<file path="src/rtl/axi_mem_if_pkg.sv">
// Shared types for the AXI-to-memory interface blocks.
//   resp_t     : AXI response codes (BRESP/RRESP)
//   burst_t    : AXI burst types (11 is reserved and has no member)
//   wr_state_t : write-controller FSM states
//   axi_aw_is_err : classifies an AW request as unsupported
package axi_mem_if_pkg;

   typedef enum logic [1:0] {
      RESP_OKAY   = 2'b00,
      RESP_EXOKAY = 2'b01,
      RESP_SLVERR = 2'b10,
      RESP_DECERR = 2'b11
   } resp_t;

   typedef enum logic [1:0] {
      BURST_FIXED = 2'b00,
      BURST_INCR  = 2'b01,
      BURST_WRAP  = 2'b10
   } burst_t;

   typedef enum logic [1:0] {
      ST_IDLE  = 2'b00,
      ST_DATA  = 2'b01,
      ST_DRAIN = 2'b10,
      ST_RESP  = 2'b11
   } wr_state_t;

   // Reserved burst type, beat wider than the bus, or a WRAP length the
   // protocol does not allow.
   function automatic logic axi_aw_is_err(input logic [1:0]  burst,
                                          input logic [2:0]  size,
                                          input logic [7:0]  len,
                                          input int unsigned nb_log2);
      logic bad_wrap;
      bad_wrap = (burst == BURST_WRAP) &&
                 !((len == 8'd1) || (len == 8'd3) || (len == 8'd7) || (len == 8'd15));
      return (burst == 2'b11) || (32'(size) > nb_log2) || bad_wrap;
   endfunction

endpackage

</file>
<file path="src/rtl/axi_burst_addr_gen.sv">
// Combinational AXI next-beat address generator.
//   addr      : current beat byte address
//   size      : log2 bytes per beat
//   len       : beats minus 1 (sets the WRAP span)
//   burst     : FIXED / INCR / WRAP
//   next_addr : byte address of the following beat
module axi_burst_addr_gen
   import axi_mem_if_pkg::*;
#(
   parameter int unsigned ADDR_WIDTH = 32
) (
   input  logic [ADDR_WIDTH-1:0] addr,
   input  logic [2:0]            size,
   input  logic [7:0]            len,
   input  logic [1:0]            burst,
   output logic [ADDR_WIDTH-1:0] next_addr
);

   logic [ADDR_WIDTH-1:0] incr;
   logic [ADDR_WIDTH-1:0] span;
   logic [ADDR_WIDTH-1:0] incr_next;
   logic [ADDR_WIDTH-1:0] wrap_next;

   always_comb begin
      incr      = ADDR_WIDTH'(1) << size;
      span      = (ADDR_WIDTH'(len) + ADDR_WIDTH'(1)) << size;
      // INCR re-aligns so an unaligned first beat lands on the next boundary
      incr_next = (addr & ~(incr - ADDR_WIDTH'(1))) + incr;
      wrap_next = (addr & ~(span - ADDR_WIDTH'(1))) |
                  ((addr + incr) & (span - ADDR_WIDTH'(1)));
      case (burst)
         BURST_FIXED: next_addr = addr;
         BURST_INCR:  next_addr = incr_next;
         BURST_WRAP:  next_addr = wrap_next;
         default:     next_addr = addr;
      endcase
   end

endmodule

</file>
<file path="src/rtl/axi_write_burst_ctrl.sv">
// AXI4 write-only slave: turns AW/W bursts into SRAM write cycles through
// an arbitrated memory port.
//   clk, rst           : clock, synchronous active-high reset
//   AW*_i / AWREADY_o  : write address channel
//   W*_i / WREADY_o    : write data channel
//   B*_o / BREADY_i    : write response channel
//   MEM_*_o            : single-port SRAM write port (CEN/WEN active-low)
//   valid_o / grant_i  : request/grant towards the memory arbiter
module axi_write_burst_ctrl
   import axi_mem_if_pkg::*;
#(
   parameter int unsigned AXI4_ADDRESS_WIDTH = 32,
   parameter int unsigned AXI4_WDATA_WIDTH   = 64,
   parameter int unsigned AXI4_ID_WIDTH      = 16,
   parameter int unsigned AXI4_USER_WIDTH    = 10,
   parameter int unsigned AXI_NUMBYTES       = AXI4_WDATA_WIDTH / 8,
   parameter int unsigned MEM_ADDR_WIDTH     = 13
) (
   input  logic                          clk,
   input  logic                          rst,
   input  logic [AXI4_ID_WIDTH-1:0]      AWID_i,
   input  logic [AXI4_ADDRESS_WIDTH-1:0] AWADDR_i,
   input  logic [7:0]                    AWLEN_i,
   input  logic [2:0]                    AWSIZE_i,
   input  logic [1:0]                    AWBURST_i,
   input  logic [AXI4_USER_WIDTH-1:0]    AWUSER_i,
   input  logic                          AWVALID_i,
   output logic                          AWREADY_o,
   input  logic [AXI4_WDATA_WIDTH-1:0]   WDATA_i,
   input  logic [AXI_NUMBYTES-1:0]       WSTRB_i,
   input  logic                          WLAST_i,
   input  logic                          WVALID_i,
   output logic                          WREADY_o,
   output logic [AXI4_ID_WIDTH-1:0]      BID_o,
   output logic [1:0]                    BRESP_o,
   output logic [AXI4_USER_WIDTH-1:0]    BUSER_o,
   output logic                          BVALID_o,
   input  logic                          BREADY_i,
   output logic                          MEM_CEN_o,
   output logic                          MEM_WEN_o,
   output logic [MEM_ADDR_WIDTH-1:0]     MEM_A_o,
   output logic [AXI4_WDATA_WIDTH-1:0]   MEM_D_o,
   output logic [AXI_NUMBYTES-1:0]       MEM_BE_o,
   input  logic                          grant_i,
   output logic                          valid_o
);

   localparam int unsigned NB_LOG2 = $clog2(AXI_NUMBYTES);

   wr_state_t                     state_q, state_d;
   logic [AXI4_ID_WIDTH-1:0]      id_q;
   logic [AXI4_USER_WIDTH-1:0]    user_q;
   logic [AXI4_ADDRESS_WIDTH-1:0] addr_q;
   logic [AXI4_ADDRESS_WIDTH-1:0] next_addr;
   logic [7:0]                    len_q;
   logic [7:0]                    cnt_q;
   logic [2:0]                    size_q;
   logic [1:0]                    burst_q;
   resp_t                         resp_q, resp_d;

   logic load_aw;
   logic beat;
   logic aw_err;

   assign aw_err = axi_aw_is_err(AWBURST_i, AWSIZE_i, AWLEN_i, NB_LOG2);

   axi_burst_addr_gen #(
      .ADDR_WIDTH (AXI4_ADDRESS_WIDTH)
   ) u_addr_gen (
      .addr      (addr_q),
      .size      (size_q),
      .len       (len_q),
      .burst     (burst_q),
      .next_addr (next_addr)
   );

   always_comb begin
      state_d   = state_q;
      resp_d    = resp_q;
      load_aw   = 1'b0;
      beat      = 1'b0;
      AWREADY_o = 1'b0;
      WREADY_o  = 1'b0;
      BVALID_o  = 1'b0;
      valid_o   = 1'b0;
      MEM_CEN_o = 1'b1;

      case (state_q)
         ST_IDLE: begin
            AWREADY_o = 1'b1;
            if (AWVALID_i) begin
               load_aw = 1'b1;
               state_d = aw_err ? ST_DRAIN : ST_DATA;
            end
         end
         ST_DATA: begin
            valid_o   = WVALID_i;
            WREADY_o  = grant_i;
            MEM_CEN_o = ~(WVALID_i & grant_i);
            if (WVALID_i && grant_i) begin
               beat = 1'b1;
               if (cnt_q == len_q) begin
                  if (WLAST_i) begin
                     resp_d  = RESP_OKAY;
                     state_d = ST_RESP;
                  end else begin
                     state_d = ST_DRAIN;
                  end
               end else if (WLAST_i) begin
                  // early WLAST: this beat is still written
                  resp_d  = RESP_SLVERR;
                  state_d = ST_RESP;
               end
            end
         end
         ST_DRAIN: begin
            WREADY_o = 1'b1;
            if (WVALID_i && WLAST_i) begin
               resp_d  = RESP_SLVERR;
               state_d = ST_RESP;
            end
         end
         ST_RESP: begin
            BVALID_o  = 1'b1;
            // next AW is only taken alongside the B handshake so one burst
            // is outstanding and the registered B fields stay stable
            AWREADY_o = BREADY_i;
            if (BREADY_i) begin
               if (AWVALID_i) begin
                  load_aw = 1'b1;
                  state_d = aw_err ? ST_DRAIN : ST_DATA;
               end else begin
                  state_d = ST_IDLE;
               end
            end
         end
         default: state_d = ST_IDLE;
      endcase

      if (rst) begin
         AWREADY_o = 1'b0;
         WREADY_o  = 1'b0;
         BVALID_o  = 1'b0;
         valid_o   = 1'b0;
         MEM_CEN_o = 1'b1;
      end
   end

   always_ff @(posedge clk) begin
      if (rst) begin
         state_q <= ST_IDLE;
         id_q    <= '0;
         user_q  <= '0;
         addr_q  <= '0;
         len_q   <= '0;
         cnt_q   <= '0;
         size_q  <= '0;
         burst_q <= '0;
         resp_q  <= RESP_OKAY;
      end else begin
         state_q <= state_d;
         resp_q  <= resp_d;
         if (load_aw) begin
            id_q    <= AWID_i;
            user_q  <= AWUSER_i;
            addr_q  <= AWADDR_i;
            len_q   <= AWLEN_i;
            size_q  <= AWSIZE_i;
            burst_q <= AWBURST_i;
            cnt_q   <= '0;
         end else if (beat) begin
            addr_q <= next_addr;
            cnt_q  <= cnt_q + 8'd1;
         end
      end
   end

   assign BID_o     = id_q;
   assign BUSER_o   = user_q;
   assign BRESP_o   = resp_q;
   assign MEM_WEN_o = 1'b0;
   assign MEM_A_o   = MEM_ADDR_WIDTH'(addr_q >> NB_LOG2);
   assign MEM_D_o   = WDATA_i;
   assign MEM_BE_o  = WSTRB_i;

endmodule

</file>
<file path="config.mk">
export PLATFORM = sky130hd
export DESIGN_NAME = axi_write_burst_ctrl
export DESIGN_NICKNAME = d
export VERILOG_FILES = /design/src/rtl/axi_mem_if_pkg.sv /design/src/rtl/axi_burst_addr_gen.sv /design/src/rtl/axi_write_burst_ctrl.sv
export SDC_FILE = /design/constraint.sdc
export NUM_CORES = 1
export LEC_CHECK = 0
export BUFFER_PORTS_ARGS = -buffer_cell sky130_fd_sc_hd__buf_4
export CAP_MARGIN = 20
export CORE_ASPECT_RATIO = 1.75
export CORE_MARGIN = 5
export CORE_UTILIZATION = 45
export CTS_BUF_LIST = sky130_fd_sc_hd__clkbuf_8
export CTS_CLUSTER_SIZE = 8
export DETAILED_ROUTE_END_ITERATION = 10
export GPL_TIMING_DRIVEN = 0
export PLACE_DENSITY = 0.82
export RECOVER_POWER = 50
export REMOVE_ABC_BUFFERS = 1
export SYNTH_ARGS = -nofsm -noshare
export SYNTH_HDL_FRONTEND = slang
export SYNTH_SLANG_ARGS = --single-unit
</file>
<file path="constraint.sdc">
create_clock -name clk -period 3.75 [get_ports clk]
set_input_delay 0.5625 -clock clk [delete_from_list [all_inputs] [get_ports clk]]
set_output_delay 0.5625 -clock clk [all_outputs]
set_load 0.05 [all_outputs]
</file>
======== Word level (Yosys, flattened, before mapping) ========
Cells that the tools add are included.
word-level totals
  register bits after elaboration ......... 83
  input port bits ......................... 150
cells by class
  order comparisons ....................... 1
  shift operators ......................... 2
  eq/ne operators ......................... 18
  bitwise logic cells ..................... 8
  multiplexer cells ....................... 34
  reduce and logical (&&, ||, !) cells .... 17
  $add $sub $neg .......................... 6
operators with widths
  kind                   count
  $and 32x32->32         3
  $add 32x32->32         2
  $mux 32                2
  $not 32->32            2
  $pmux 32 s2            1
  $sub 32x1->32 const B  2
  $or 32x32->32          1
  $shl 1x3->32 const A   1
  $shl 32x3->32          1
  $mux 2                 13
  $mux 1                 13
  $eq 2x2->1 const B     5
  $ne 2x2->1 const B     5
  $add 8x1->9 const B    1
  $add 8x1->8 const B    1
  $eq 8x1->1 const B     1
  $eq 8x2->1 const B     1
  $eq 8x3->1 const B     1
  $eq 8x4->1 const B     1
  $eq 8x8->1             1
  $pmux 2 s4             1
  $pmux 1 s2             3
  $logic_or 1x1->1       5
  $reduce_and 5->1       1
  14 further kinds       18

======== Longest topological paths before layout ========
  depth after elaboration ................. 11
  mapped depth ............................ 16
  mapped depth without buffers ............ 13

======== Cells and area by module ========
A second synthesis with hierarchy kept.
second synthesis, totals
  cell total of the unflattened synthesis .. 1,071
  area total of the unflattened synthesis .. 7,793.7 sq um
modules (own cells, without submodules)
  module                cells each  area each (sq um)  times used
  axi_write_burst_ctrl  503         4,234.1            1
  axi_burst_addr_gen    568         3,559.7            1

======== Least setup slack after synthesis ========
OpenSTA, ideal clock, no wires.
  kind .................................... register to register
  start ................................... register size_q[2]
  end ..................................... register with a tool-made name
  data required time ...................... 3,658 ps
  buffers on the path ..................... 4
  data arrival time ....................... 3,619 ps
  stages on the path, launching flop included .. 17
  setup time .............................. 92 ps
  slack ................................... 39 ps
  cells stage by stage .................... dfxtp_1 buf_1 clkbuf_1 clkbuf_1 buf_1 nor2_1 ha_1 ha_1 nor2b_1 o21ai_0 a31oi_1 o211ai_1 o21a_1 nor2_1 mux2i_1 a2111o_1 o32ai_1
RTL lines
  element                 RTL line                     source
  start, declared         axi_write_burst_ctrl.sv:57   logic [2:0] size_q;
  start signal, assigned  axi_write_burst_ctrl.sv:168  size_q <= AWSIZE_i;

==> results.py <==
metrics = {
    "min_path": {
        "min_path_type": "input port to flop",
    },
    "drt": {
        "viasPerCell": 6.005,
        "wirelength_um": 23140,
        "drc": 0,
        "drtAntennaViolNets": 0,
        "num_vias": 6041,
        "dr.pass1.iters": 5,
        "first_iter_violations": 497,
        "wl_per_cell_um": 23.00,
    },
    "synthesis": {
        "synth-seq-area-share": 0.2147,
        "syn-cell-area_sq_um": 6153,
        "yosysMostFrequentCell": "nand2_1",
        "synth_top_area_share": 0.2147,
        "synthCells": 847,
        "synth_edf_count": 0,
        "yosysWarnings": 0,
        "netlist_top_cells_count": "nand2_1, buf_4, a21oi_1",
        "ys_top_cells_by_area": "dfxtp_1, buf_4, nand2_1, a21oi_1, nor2_1",
        "ys_seq_elements": 66,
        "synth_area_per_cell_sq_um": 7.265,
        "yosysTopAreaCell": "dfxtp_1",
        "ys.flop_type": "dfxtp_1",
        "synthArstFlopShare": 0,
        "ys_types": 80,
    },
    "critical_path": {
        "worstPathRequired_ps": 4030,
        "arrival_ps": 3860,
        "cp-start-kind": "flop",
        "slowest_delay_ps": 450,
        "worstSetupPathType": "flop to flop",
        "critPathCaptureType": "flop",
        "path_max_fanout": 28,
        "crit_chain": "buf_8, or2_2, nor2_1, ha_1, inv_1, fa_1, maj3_2, o211a_1, nor2_2, nor2_1, a211oi_2, xnor2_1, o211a_1, nor4_2",
        "slowest_stage": "dfxtp_4",
        "crit_buf_inv": 2,
        "crit_family": "adder cells",
    },
    "timing": {
        "report.final.slew_viol_count": 0,
        "tns_ps": 0,
        "worst_slack_ps": 168.7,
        "finalSetupViolCount": 0,
        "worstMarginPinSlew_ps": 977.0,
        "grt_setup_unrepaired": "no",
        "relSlewSlack": 0.3457,
        "fin_worst_skew_ps": 14.64,
        "period_share": 0.9550,
        "fmax_ghz": 0.2792,
        "finalHoldViolations": 0,
        "layout_min_cycle_time_ps": 3581,
    },
    "placement": {
        "place_congestion": 0.8968,
        "dpl.hpwl_um": 18450,
        "pre_cts_ws_ps": -374.0,
        "io_buffer_count": 106,
    },
    "layout": {
        "areaGrowthSynthToFinish_pct": 5.998,
        "drive_gt1_frac": 0.1719,
        "fill_cells": 1329,
        "finalNetCount": 997,
        "regArea_sq_um": 1330,
        "multiInputGateArea_sq_um": 3856,
        "final_util": 0.4848,
        "antennaDiodeCount": 0,
    },
    "job": {
        "cap_violations": 0,
    },
    "pwr": {
        "peakVddDrop_v": 0.0005523,
        "p_leak_nw": 2.557,
        "sequentialPowerShare": 0.259,
        "p_per_area_nw_per_um2": 691.8,
        "combPwrFrac": 0.596,
        "power.switching_mw": 2.364,
        "sw_frac_of_total": 0.5240,
        "power_frac_clock": 0.145,
        "intPower_mw": 2.148,
    },
    "clocking": {
        "cts.sinks": 66,
        "h-tree-depth": 3,
        "cts_tree": "built",
        "clk_latency_ps": 370,
        "clkTransAtPathRegs_ps": 90,
        "cts_max_path_buffers": 2,
        "cts-root-buf": "clkbuf_8",
        "cts_made_buffers": 9,
        "cts_hold_buf": 0,
    },
    "global_route": {
        "grt_max_degree": 62,
        "antenna_found_initial": 0,
        "grt_pass1_vias": 5625,
        "track_usage": 0.2719,
        "grt_pass1_wl_um": 33960,
        "grt_overflow_total": 0,
    },
    "die": {
        "dieHeight_um": 164.7,
        "io_pins": 269,
        "die_x_um": 98.40,
        "die-area_sq_um": 16200,
        "coreArea_sq_um": 13450,
        "fp-row-count": 56,
        "start_util": 0.4574,
    },
    "status": {
        "status": "complete, no violations",
    },
}
[worst reg2reg max path: stages (launching register included)]
cell	delay [ps]
dfxtp_4	450
buf_8	200
or2_2	360
nor2_1	150
ha_1	240
inv_1	70
fa_1	420
maj3_2	340
o211a_1	280
nor2_2	180
nor2_1	100
a211oi_2	260
xnor2_1	90
o211a_1	140
nor4_2	220
[area by class of cell]
class | instances | share of cell area
well taps | 174 | 0.03338
flip-flops and latches | 66 | 0.2039
inverters | 20 | 0.01209
multi-input cells | 619 | 0.5912
clock inverters | 7 | 0.01189
repair buffers | 111 | 0.1285
clock buffers | 9 | 0.01899
[final timing paths]
check                                  end  depth (start not counted)  startpoint  slack (ps)
worst max register to register        flop                         14   size_q[0]         170
worst min register to register  BUSER_o[3]                          2  BUSER_o[3]         460
worst max-delay path                  flop                         14   size_q[0]         170
worst min-delay path             BID_o[11]                          3  AWID_i[11]         440
[power groups by stage]
stage	Combinational (mW)	Clock, mW	Sequential, mW
after global placement	2.53	0	1.20
final	2.69	0.654	1.17
after CTS	2.67	0.658	1.17
after global routing	2.92	0.694	1.20
after detailed placement	2.66	0	1.18
after floorplan	1.50	0	1.53
[metrics by stage]
stage | hold slack (ps) | area (sq um) | total power [mW] | cells
after floorplan | 446.9 | 5228 | 3.036 | 705
after global placement | 442.5 | 6241 | 3.734 | 985
after detailed placement | 446.6 | 6331 | 3.844 | 989
after CTS | 422.7 | 6536 | 4.497 | 1005
after global routing | 422.0 | 6523 | 4.806 | 1006
final | 435.9 | 6523 | 4.512 | 1006
[logic make-up (layout without fill, tap and decap cells)]
group | count (synthesis) | in the layout | synth area share
AOI/OAI and AO/OA | 215 | 215 | 0.2349
xor gates and xnor gates | 43 | 43 | 0.06120
adders and majority gates | 23 | 23 | 0.04697
buffers and inverters | 163 | 147 | 0.1633
DFF | 66 | 66 | 0.2147
muxes | 9 | 9 | 0.01566
other | 1 | 2 | 0.0006094
and+or+nand+nor | 327 | 327 | 0.2627
[layout by cell type (no fill, tap or decap), types with 10 or more instances in the layout]
cell and n:
nand3_1 19, buf_4 88, o21a_1 10, nor2_1 64, nand2b_1 10, a211oi_1 13
clkbuf_1 18, xnor2_1 21, a31oi_1 13, nor3_1 24, a21oi_1 71, o21ai_0 30
ha_1 19, dfxtp_1 63, xor2_1 22, inv_1 18, nand2_1 122
[routing by layer]
layer,GRT usage,share of wire
met2,0.4929,0.52
met5,0.09615,0.0086
met3,0.1855,0.16
met1,0.2336,0.29
met4,0.07893,0.031
[what timing repair did]
| action | in CTS | in global routing |
|---|---|---|
| setup endpoints to repair | 7 | 6 |
| resized for setup | 2 | 7 |
| buffers inserted | 0 | 1 |
| cloned | 0 | 0 |
Power figures use the tool's default switching activity.
